### src/rtl/fle_pkg.sv
// Shared types and helpers for the parametrised CLB fracturable logic element.
package fle_pkg;

    typedef enum logic [1:0] {
        LUTK  = 2'b00,
        DUAL  = 2'b01,
        ARITH = 2'b10
    } fle_mode_e;

    typedef enum logic [1:0] {
        RUN,
        SHIFT,
        SETTLE
    } fle_state_e;

    // Config word: 2^k mask bits, 2 mode bits, 2 regsel bits.
    function automatic int fle_cfg_w(input int k);
        return (1 << k) + 4;
    endfunction

endpackage

### src/rtl/fle_if.sv
// Data and config-chain signals of one FLE. Optional FLE_CLK_ENABLE_EN adds fle_ce.
interface fle_if #(
    parameter int K = 4
);
    logic [K-1:0] fle_in;
    logic         fle_cin;
    logic         ccff_en;
    logic         ccff_head;
    logic [1:0]   fle_out;
    logic         fle_cout;
    logic         ccff_tail;
    logic         cfg_valid;

`ifdef FLE_CLK_ENABLE_EN
    logic         fle_ce;

    modport master (
        output fle_in, fle_cin, ccff_en, ccff_head, fle_ce,
        input  fle_out, fle_cout, ccff_tail, cfg_valid
    );

    modport slave (
        input  fle_in, fle_cin, ccff_en, ccff_head, fle_ce,
        output fle_out, fle_cout, ccff_tail, cfg_valid
    );
`else
    modport master (
        output fle_in, fle_cin, ccff_en, ccff_head,
        input  fle_out, fle_cout, ccff_tail, cfg_valid
    );

    modport slave (
        input  fle_in, fle_cin, ccff_en, ccff_head,
        output fle_out, fle_cout, ccff_tail, cfg_valid
    );
`endif

endinterface

### src/rtl/fle_lut_mux.sv
// 2^N:1 truth-table mux; one instance per half of the fractured LUT.
module fle_lut_mux #(
    parameter int N = 3
) (
    input  logic [(1<<N)-1:0] mask,
    input  logic [N-1:0]      sel,
    output logic              out
);

    assign out = mask[sel];

endmodule

### src/rtl/logical_tile_clb_fle_param.sv
// Fracturable logic element: K-LUT / dual (K-1)-LUT / adder slice with its own config chain.
// Optional macro FLE_CLK_ENABLE_EN gates user FF updates with fle_ce.
//
// state  | meaning
// RUN    | normal operation; outputs live when config is valid
// SHIFT  | config chain is shifting; outputs forced low
// SETTLE | one cycle after a load; user FFs cleared, outputs forced low
module logical_tile_clb_fle_param
    import fle_pkg::*;
#(
    parameter int K = 4
) (
    input  logic  fle_clk,
    input  logic  fle_reset,
    fle_if.slave  bus
);

    localparam int CFG_W  = fle_cfg_w(K);
    localparam int MASK_W = 1 << K;
    localparam int HALF   = 1 << (K - 1);
    localparam int CNT_W  = $clog2(CFG_W + 1);
    localparam logic [CNT_W-1:0] CNT_FULL = CNT_W'(CFG_W);
    localparam logic [CNT_W-1:0] CNT_ONE  = CNT_W'(1);

    logic [CFG_W-1:0]  cfg;
    logic [CNT_W-1:0]  cnt;
    fle_state_e        state;
    logic              cfg_valid_q;
    logic [1:0]        ff;

    logic [MASK_W-1:0] mask;
    logic [1:0]        mode;
    logic [1:0]        regsel;
    logic              lo;
    logic              hi;
    logic [1:0]        c;
    logic              cout_c;
    logic              gate;
    logic              ff_upd;
    logic [1:0]        out_sel;

    assign mask   = cfg[MASK_W-1:0];
    assign mode   = cfg[MASK_W+1:MASK_W];
    assign regsel = cfg[MASK_W+3:MASK_W+2];

    fle_lut_mux #(.N(K - 1)) u_lut_lo (
        .mask (mask[HALF-1:0]),
        .sel  (bus.fle_in[K-2:0]),
        .out  (lo)
    );

    fle_lut_mux #(.N(K - 1)) u_lut_hi (
        .mask (mask[MASK_W-1:HALF]),
        .sel  (bus.fle_in[K-2:0]),
        .out  (hi)
    );

    always_comb begin
        c      = 2'b00;
        cout_c = 1'b0;
        case (mode)
            DUAL: begin
                c = {hi, lo};
            end
            ARITH: begin
                c      = {hi, lo ^ hi ^ bus.fle_cin};
                cout_c = (lo & hi) | (bus.fle_cin & (lo ^ hi));
            end
            // LUTK and the unused 2'b11 encoding both act as a full K-LUT
            default: begin
                c[0] = bus.fle_in[K-1] ? hi : lo;
            end
        endcase
    end

    assign gate = (state == RUN) && cfg_valid_q && !bus.ccff_en;

`ifdef FLE_CLK_ENABLE_EN
    assign ff_upd = gate && bus.fle_ce;
`else
    assign ff_upd = gate;
`endif

    assign out_sel[0] = regsel[0] ? ff[0] : c[0];
    assign out_sel[1] = regsel[1] ? ff[1] : c[1];

    assign bus.fle_out   = gate ? out_sel : 2'b00;
    assign bus.fle_cout  = gate & cout_c;
    assign bus.ccff_tail = cfg[CFG_W-1];
    assign bus.cfg_valid = cfg_valid_q;

    // Chain shifts on the user clock; first bit shifted in ends at the MSB.
    always_ff @(posedge fle_clk or posedge fle_reset) begin
        if (fle_reset) begin
            cfg <= '0;
        end else if (bus.ccff_en) begin
            cfg <= {cfg[CFG_W-2:0], bus.ccff_head};
        end
    end

    always_ff @(posedge fle_clk or posedge fle_reset) begin
        if (fle_reset) begin
            state       <= RUN;
            cnt         <= '0;
            cfg_valid_q <= 1'b0;
        end else begin
            case (state)
                SHIFT: begin
                    if (bus.ccff_en) begin
                        if (cnt != CNT_FULL) begin
                            cnt <= cnt + 1'b1;
                        end
                    end else begin
                        state       <= SETTLE;
                        cfg_valid_q <= (cnt == CNT_FULL);
                    end
                end
                default: begin
                    if (bus.ccff_en) begin
                        state       <= SHIFT;
                        cnt         <= CNT_ONE;
                        cfg_valid_q <= 1'b0;
                    end else if (state == SETTLE) begin
                        state <= RUN;
                    end
                end
            endcase
        end
    end

    always_ff @(posedge fle_clk or posedge fle_reset) begin
        if (fle_reset) begin
            ff <= 2'b00;
        end else if (state == SETTLE) begin
            ff <= 2'b00;
        end else if (ff_upd) begin
            ff <= c;
        end
    end

endmodule

### src/flat_wrapper.sv
// flat-port wrapper written by rule: the top's interface ports become plain ports
module logical_tile_clb_fle_param_flat import fle_pkg::*;
#(
    parameter int K = 4
)
  (fle_clk, fle_reset, bus_fle_in, bus_fle_cin, bus_ccff_en, bus_ccff_head, bus_fle_out, bus_fle_cout, bus_ccff_tail, bus_cfg_valid);
  fle_if #(.K(K)) bus_i ();
  input  logic fle_clk;
  input  logic fle_reset;
  input wire logic [$bits(bus_i.fle_in)-1:0] bus_fle_in;
  input wire logic [$bits(bus_i.fle_cin)-1:0] bus_fle_cin;
  input wire logic [$bits(bus_i.ccff_en)-1:0] bus_ccff_en;
  input wire logic [$bits(bus_i.ccff_head)-1:0] bus_ccff_head;
  output wire logic [$bits(bus_i.fle_out)-1:0] bus_fle_out;
  output wire logic [$bits(bus_i.fle_cout)-1:0] bus_fle_cout;
  output wire logic [$bits(bus_i.ccff_tail)-1:0] bus_ccff_tail;
  output wire logic [$bits(bus_i.cfg_valid)-1:0] bus_cfg_valid;
  assign bus_i.fle_in = bus_fle_in;
  assign bus_i.fle_cin = bus_fle_cin;
  assign bus_i.ccff_en = bus_ccff_en;
  assign bus_i.ccff_head = bus_ccff_head;
  assign bus_fle_out = bus_i.fle_out;
  assign bus_fle_cout = bus_i.fle_cout;
  assign bus_ccff_tail = bus_i.ccff_tail;
  assign bus_cfg_valid = bus_i.cfg_valid;
  logical_tile_clb_fle_param #(.K(K)) u_core (.fle_clk(fle_clk), .fle_reset(fle_reset), .bus(bus_i));
endmodule
### config.mk
export PLATFORM = sky130hd
export DESIGN_NAME = logical_tile_clb_fle_param_flat
export DESIGN_NICKNAME = d
export VERILOG_FILES = /design/src/rtl/fle_pkg.sv /design/src/rtl/fle_if.sv /design/src/rtl/fle_lut_mux.sv /design/src/rtl/logical_tile_clb_fle_param.sv /design/src/flat_wrapper.sv
export SDC_FILE = /design/constraint.sdc
export NUM_CORES = 1
export LEC_CHECK = 0
export ABC_AREA = 1
export CAP_MARGIN = 20
export CORE_MARGIN = 2
export CORE_UTILIZATION = 60
export CTS_BUF_LIST = sky130_fd_sc_hd__clkbuf_4
export DETAILED_ROUTE_END_ITERATION = 16
export PLACE_DENSITY = 0.84
export SYNTH_ARGS = -nofsm -noshare
export SYNTH_HDL_FRONTEND = slang
export SYNTH_SLANG_ARGS = --single-unit
### constraint.sdc
create_clock -name fle_clk -period 3.3 [get_ports fle_clk]
set_clock_uncertainty 0.15 [all_clocks]
set_input_delay 0.66 -clock fle_clk [delete_from_list [all_inputs] [get_ports fle_clk]]
set_output_delay 0.66 -clock fle_clk [all_outputs]
set_load 0.02 [all_outputs]
Word level (Yosys, flattened, before mapping)
Index checks and enable logic that the tools add are counted.

word-level totals
  flip-flop bits (word level) = 30
  input bits = 9

cells by class
  bitwise operators = 6
  magnitude comparators = 1
  reduce and logical (&&, ||, !) cells = 11
  equality and inequality tests = 8
  add/subtract/negate cells = 1
  muxes and demuxes = 24

operators with widths
  operator                                                                       count
  5-bit two-way mux                                                              4
  2-bit two-way mux                                                              7
  1-bit two-way mux                                                              10
  1-bit binary-select mux with 3-bit select                                      2
  2-bit AND reduction                                                            3
  5-bit by 1-bit adder with 5-bit output (second input constant)                 1
  5-bit equality test (second input constant)                                    1
  5-bit inequality test (second input constant)                                  1
  2-bit by 1-bit equality test with 1-bit output (second input constant)         2
  2-bit equality test (second input constant)                                    2
  3-bit by 4-bit less-than comparator with 1-bit output (second input constant)  1
  2-bit nonzero test                                                             2
  1-bit AND                                                                      3
  3-bit nonzero test                                                             1
  1-bit logical AND                                                              2
  2-bit zero test                                                                1
  2-bit by 1-bit inequality test with 1-bit output (second input constant)       1
  2-bit inequality test (second input constant)                                  1
  1-bit case mux with 2 select lines                                             1
  2-bit OR reduction                                                             1
  1-bit XOR                                                                      2
  1-bit zero test                                                                1
  1-bit OR                                                                       1

Longest topological paths before layout
Gate-level depths: netlist (run 1).

  depth in word-level cells = 7
  gate-level depth with buffers = 14
  mapped depth without buffers = 13

Hierarchy
From an unflattened synthesis (run 1), not the netlist that was laid out.

second synthesis, totals
  cell total of the unflattened synthesis = 238
  area total of the unflattened synthesis = 1710.4 µm²

modules (own cells, without submodules)
  module                      seq. area each (µm²)  cells each  times used  area an instance (µm²)
  logical_tile_clb_fle_param  750.7                 182         1           1490.2
  fle_lut_mux                 0.0                   28          2           110.1

Worst setup path after synthesis (run 1)
Ideal clock, no wire load.

  path type = in2out
  from = input port bus_fle_in[0]
  to = output port bus_fle_out[0]
  stages on the path = 13
  data arrival time = 2.213 ns
  slack = 0.277 ns
  cell sequence = buf_6 inv_6 nand2_1 nand3_1 nand3_2 and2_4 inv_2 fa_1 nor2_1 nor2_1 nand2_1 nand2_1 a21oi_1

between the ends
  longest elaborated chain between the ends = 7

ends and longest elaborated chain
  item                                       line                              RTL
  start, declared                            flat_wrapper.sv:10                input wire logic [$bits(bus_i.fle_in)-1:0] bus_fle_in;
  1-bit binary-select mux with 3-bit select  fle_lut_mux.sv:10                 assign out = mask[sel];
  1-bit two-way mux (not written as such)    fle_lut_mux.sv:10
  1-bit XOR (2 in series)                    logical_tile_clb_fle_param.sv:66  c = {hi, lo ^ hi ^ bus.fle_cin};
  1-bit case mux with 2 select lines (*)     logical_tile_clb_fle_param.sv:61  case (mode)
  1-bit two-way mux (*)                      logical_tile_clb_fle_param.sv:84  assign out_sel[0] = regsel[0] ? ff[0] : c[0];
  2-bit two-way mux (*)                      logical_tile_clb_fle_param.sv:87  assign bus.fle_out = gate ? out_sel : 2'b00;
  end, declared                              flat_wrapper.sv:14                output wire logic [$bits(bus_i.fle_out)-1:0] bus_fle_out;

Every way passes the cells marked *; elsewhere a longest branch is shown, timed or not. The select of a mux whose other input is x is not followed.

Worst setup path after layout (run 1)
Same ends and word-level chain as after synthesis.

==> results of run 1 <==
## report_power, final
| group | leakage [nW] | switching, W | internal [W] |
|---|---|---|---|
| sequential | 0.391 | 0.0000500 | 0.000446 |
| clock | 0.0463 | 0.000126 | 0.000177 |
| combinational | 0.557 | 0.000223 | 0.000143 |
## layout make-up
type | instances | area [um2] | area share, %
clock inverters | 1 | 30.0 | 1.53
flip-flops and latches | 30 | 751 | 38.3
well taps | 30 | 37.5 | 1.91
clock buffers | 7 | 52.6 | 2.68
repair buffers | 24 | 198 | 10.1
multi-input cells | 131 | 736 | 37.5
inverters | 40 | 158 | 8.04
## per-stage QoR
step | util [%] | cells | setup slack, ns | hold WS (ns)
finish | 77.8 | 263 | 0.0798 | 0.325
global route | 77.8 | 263 | -0.0334 | 0.351
CTS | 76.7 | 260 | 0.0303 | 0.333
detailed placement | 72.4 | 250 | -0.718 | 0.322
global placement | 72.4 | 250 | -0.646 | 0.314
floorplan | - | 206 | 0.277 | 0.298
## worst min-delay path: cells and delay by family (launching register included)
family / cells / cell delay (ns)
simple gates: 1 / 0.05
flops: 1 / 0.35
compound gates: 1 / 0.06
## Yosys cell counts, types with 2 or more instances
master	instances
a21oi_1	3
buf_1	2
clkbuf_1	2
dfrtp_1	30
ha_1	7
inv_1	37
inv_2	2
nand2_1	49
nand2_2	4
nand3_1	14
nand3_2	3
nand4_1	2
nor2_1	9
o21ai_0	28
## sequential cells by signal (all words and copies together), names as in the netlist
name,flops
u_core.bus.cfg_valid,1
u_core.cfg,20
u_core.cnt,5
u_core.ff,2
u_core.state,2
## timing repair
action	CTS	global route
endpoints found under the setup margin	3	2
setup buffers	1	3
pin swaps	5	5
gates resized for setup	17	7
endpoints found under the hold margin	0	0
gates cloned	1	0
## logic make-up after synthesis
kind of cell    Yosys count  share of synthesized area, %
simple gates             87                          24.6
buf+inv                  45                          11.1
compound gates           35                          11.5
flops                    30                          45.8
fa+ha+maj                 8                          6.56
xor+xnor                  1                         0.534
## final timing paths
kind	startpoint	endpoint	slack [ns]	depth (start not counted)
worst max-delay path	bus_fle_in[0]	bus_fle_out[0]	0.08	16
worst min-delay path	u_core.cfg[14]$_DFFE_PP0P_	u_core.cfg[15]$_DFFE_PP0P_	0.32	2
worst max register to register	u_core.cfg[4]$_DFFE_PP0P_	u_core.ff[0]$_DFFE_PP0P_	1.28	13
worst min register to register	u_core.cfg[14]$_DFFE_PP0P_	u_core.cfg[15]$_DFFE_PP0P_	0.32	2
max in group asynchronous	fle_reset	u_core.cfg[9]$_DFFE_PP0P_	2.19	3
min in group asynchronous	fle_reset	u_core.state[1]$_DFFE_PP0P_	0.53	3
## routing by layer
layer	global-route usage, %	vias up	part of all wire, %
li1	-	694	-
met1	30.1	649	43
met2	39.3	47	49
met3	8.29	10	5.7
met4	7.48	0	2.0
met5	0	-	0
==> metrics.txt, run 1 <==
CTS sink count=30; most common cell after layout, fill and taps aside=nand2_1; IO Pins=14; Crit Path Max Fanout=8; Leak=0.994 nW; Core Rows=18; critical path's largest stage delay=0.46 ns; max-slew violations=0; Synth area leaders=dfrtp_1 (46%), nand2_1 (11%), o21ai_0 (8.5%), inv_1 (8.5%), ha_1 (5.3%); Syn Area/Cell=7.96 um2; via/cell ratio=5.32; Post-DRT Antenna Nets=0; most frequent cells in the layout=nand2_1 (47), inv_1 (36), dfrtp_1 (30), o21ai_0 (28); DIE AREA=3170 um2; WP data arrival=2.41 ns; Worst Max-Slew Pin Slew=0.371 ns; placed inst area=1830 um2; vias in the first global route=1356; WL/cell=13.3 um; Worst-path clk slew=0.10 ns; Hold WC Path Type=flop to flop; Async S/R FF share, synth=100%; crit-path most repeated cell=nand2_1; WS Path Type=input pin to output port; CP Capture Type=output port; Power Total=0.00117 W; Num CTS Buffers=5; clock buffer depth=2; sequential area share after synthesis=45.8%; minimum clock period after layout=3.22 ns; Net count, final=249; 1st-pass router iterations=4; Final setup viols=0; yosys warns=0; Post-synth EDFFs=0; number of synthesized register bits=30; core area=2520 um2; gp weighted congestion=0.889; count of final hold-check violations=0; worst vdd ir=476 uV; Routed WL=3500 um; worst path cell trace=clkbuf_2, buf_6, inv_8, nand2_1, nand3_1, nand2_1, nand2_1, nand2_1, inv_1, fa_1, nor2_1, nor2_1, nand2_1, nand2_2, a21oi_2, buf_4; root buffer cell=clkbuf_4; crit-path leading delay family=simple AND/OR/NAND/NOR gates; Iter 0 DRT Violations=111; headroom to the max-slew limit=75.3%; Synth top area share=45.8%; Global Route Usage Sum=24.1%; Mapped Nets=223; vias post-DR=1400; TNS Setup=0 ns; CTS tree=yes; pin count of the biggest net entering global routing=44; grt ovf=0; CP Buf/Inv Count=5; Final HPWL DP=2430 um; die height=56.3 um; number of max-cap violations=0; Fmax achieved=311 MHz; initial antenna violation count=0; critical path's slowest cell=fa_1; die width=56.3 um; DRC Markers=0; Final Cell Area=1960 um2; Synth Cell Area=1640 um2; Unique masters post-synth=28; Initial Util=65.0%; PwrDens=594 nW/um2; Port Buffer Count=13; Final period util=97.6%; # fillers=158; area growth from synthesis to layout=19.7%; ys flop type=dfrtp_1; clk_lat worst skew=0.33 ns; first-pass GRT wire length=5940 um; Worst setup SP type=input pin; H-tree depth=2; Synth area leader=dfrtp_1; run status=finished, final reports clean; share of layout cells above drive strength 1=19.3%; Hold Buf Count CTS=0; Synth Instances=206; Ant. Diodes=0; Worst EP required=2.49 ns
Note: power is estimated with default switching activity, not from simulation.
==> run 2, diff against run 1 <==
--- a/config.mk
+++ b/config.mk
@@ -10,8 +10,10 @@
 export CORE_MARGIN = 2
 export CORE_UTILIZATION = 60
 export CTS_BUF_LIST = sky130_fd_sc_hd__clkbuf_4
+export CTS_CLUSTER_SIZE = 12
 export DETAILED_ROUTE_END_ITERATION = 16
 export PLACE_DENSITY = 0.84
+export RECOVER_POWER = 25
 export SYNTH_ARGS = -nofsm -noshare
 export SYNTH_HDL_FRONTEND = slang
 export SYNTH_SLANG_ARGS = --single-unit
==> run 2 against run 1 <==
Net effect: largest cell class unchanged; via count is 0.64% lower; register-to-register slack better by 0.02 ns; die area stayed put; critical path type unchanged; core utilization is 0.15 points lower; the flow now finishes with violations (capacitance limit, slew limit); final cell count stayed put; critical path depth stayed put; largest power group unchanged; sequential power hardly changed; worst hold slack better by 0.00052 ns; routed wire length is 0.49% lower; highest routed layer unchanged; clock-buffer cell count stayed put; critical endpoint unchanged; fmax is 0.72% higher.
==> metrics.txt, run 2 (synthesis gave the netlist of run 1 again) <==
WS Path Type=input pin to output port; initial antenna violation count=0; pin count of the biggest net entering global routing=44; WP data arrival=2.39 ns; Core Rows=18; Hold WC Path Type=flop to flop; most frequent cells in the layout=nand2_1 (47), inv_1 (36), dfrtp_1 (30), o21ai_0 (28), nand3_1 (10); DIE AREA=3170 um2; FF-to-FF Start=u_core.cfg[4]$_DFFE_PP0P_; number of max-cap violations=1; worst reg2reg path depth=13; Final Cell Area=1960 um2; Reg2Reg Setup Slack=1.30 ns; share of layout cells above drive strength 1=18.9%; grt ovf=0; placed inst area=1830 um2; Final period util=96.9%; count of final hold-check violations=0; Iter 0 DRT Violations=111; CTS tree=yes; vias post-DR=1391; switch share=34.3%; Worst EP required=2.49 ns; # fillers=158; Ant. Diodes=0; Sw Pwr=0.000399 W; Power Total=0.00116 W; Worst-path clk slew=0.10 ns; area growth from synthesis to layout=19.5%; Worst Max-Slew Pin Slew=1.56 ns; Worst Hold Launch=u_core.cfg[14]$_DFFE_PP0P_; hold-critical path depth=2; WL/cell=13.2 um; worst vdd ir=476 uV; PwrDens=595 nW/um2; multi-input combinational cell area=736 um2; minimum clock period after layout=3.20 ns; die width=56.3 um; CP Capture Type=output port; worst hold endpoint=u_core.cfg[15]$_DFFE_PP0P_; number of flip-flops in the largest register=20; H-tree depth=2; gp weighted congestion=0.889; Initial Util=65.0%; root buffer cell=clkbuf_4; most flop-heavy register=u_core.cfg; Gate power share=31.4%; Port Buffer Count=13; die height=56.3 um; P_int=0.000765 W; Net count, final=249; max-slew violations=31; Final setup viols=0; Worst setup SP type=input pin; clock buffer depth=2; Final HPWL DP=2430 um; Reg area=751 um2; first-pass GRT wire length=5940 um; Fmax achieved=313 MHz; Num CTS Buffers=5; Post-DRT Antenna Nets=0; Routed WL=3480 um; headroom to the max-slew limit=-3.79%; vias in the first global route=1356; Leak=0.991 nW; violated checks=capacitance limit, slew limit; DRC Markers=0; Hold Buf Count CTS=0; via/cell ratio=5.29; Largest regs=u_core.cfg x20, u_core.cnt x5; run status=finished, violations left; Seq pwr share=42.6%; CTS sink count=30; Clock Power Share=26.0%; 1st-pass router iterations=4; Global Route Usage Sum=24.1%; core area=2520 um2; Crit Path Max Fanout=8; r2r endpoint=u_core.ff[0]$_DFFE_PP0P_; IO Pins=14; clk_lat worst skew=0.33 ns; most common cell after layout, fill and taps aside=nand2_1
==> run 2: area by class of cell <==
type / instances / area share, %
timing repair buffer: 24 / 9.90
clock buffer: 7 / 2.68
tap: 30 / 1.92
sequential: 30 / 38.3
inverter: 40 / 8.05
multi-input combinational: 131 / 37.6
clock inverter: 1 / 1.53
==> run 2: worst max-delay path by stage <==
stage                        startpoint        endpoint  slack, ns  cells past startpoint
final                     bus_fle_in[0]  bus_fle_out[0]       0.10                     16
after CTS                 bus_fle_in[0]  bus_fle_out[0]       0.03                     15
after global placement    bus_fle_in[0]  bus_fle_out[0]      -0.65                     16
after floorplan           bus_fle_in[0]  bus_fle_out[0]       0.28                     13
after global routing      bus_fle_in[0]  bus_fle_out[0]      -0.03                     16
after detailed placement  bus_fle_in[0]  bus_fle_out[0]      -0.72                     16
==> run 2: repair_timing <==
item,in CTS,in global routing
pin swaps,5,5
gates cloned,1,0
buffers inserted,1,3
setup endpoints to repair,3,2
gates resized for setup,17,7
==> run 2: critical path, stage by stage <==
cell      delay [ns]
clkbuf_2        0.10
buf_6           0.13
inv_8           0.05
nand2_1         0.06
nand3_1         0.09
nand2_1         0.09
nand2_1         0.05
nand2_1         0.10
inv_1           0.07
fa_1            0.46
nor2_1          0.11
nor2_1          0.04
nand2_1         0.07
nand2_2         0.06
a21oi_2         0.11
buf_4           0.15
==> run 2: routing by layer <==
metal  GRT usage, %  part of all wire (%)
met5              0                     0
met4           7.48                   2.3
met3           8.29                   5.9
met2           39.3                    49
met1           30.1                    43
==> run 2: per-stage QoR <==
stage | worst slack [ns] | hold slack, ns | instances | util (%) | setup TNS (ns)
3_3_place_gp | -0.646 | 0.314 | 250 | 72.4 | -1.37
4_1_cts | 0.0303 | 0.333 | 260 | 76.7 | 0
6_report | 0.103 | 0.325 | 263 | 77.6 | 0
3_5_place_dp | -0.718 | 0.322 | 250 | 72.4 | -1.53
2_1_floorplan | 0.277 | 0.298 | 206 | - | 0
5_1_grt | -0.0334 | 0.351 | 263 | 77.6 | -0.0334
==> run 2: power by group through the flow <==
stage	combinational (W)	clock, W	sequential [W]
6_report	0.000366	0.000303	0.000496
5_1_grt	0.000417	0.000328	0.000505
4_1_cts	0.000356	0.000309	0.000495
3_5_place_dp	0.000349	0	0.000503
3_3_place_gp	0.000326	0	0.000496
2_1_floorplan	0.000237	0	0.000499
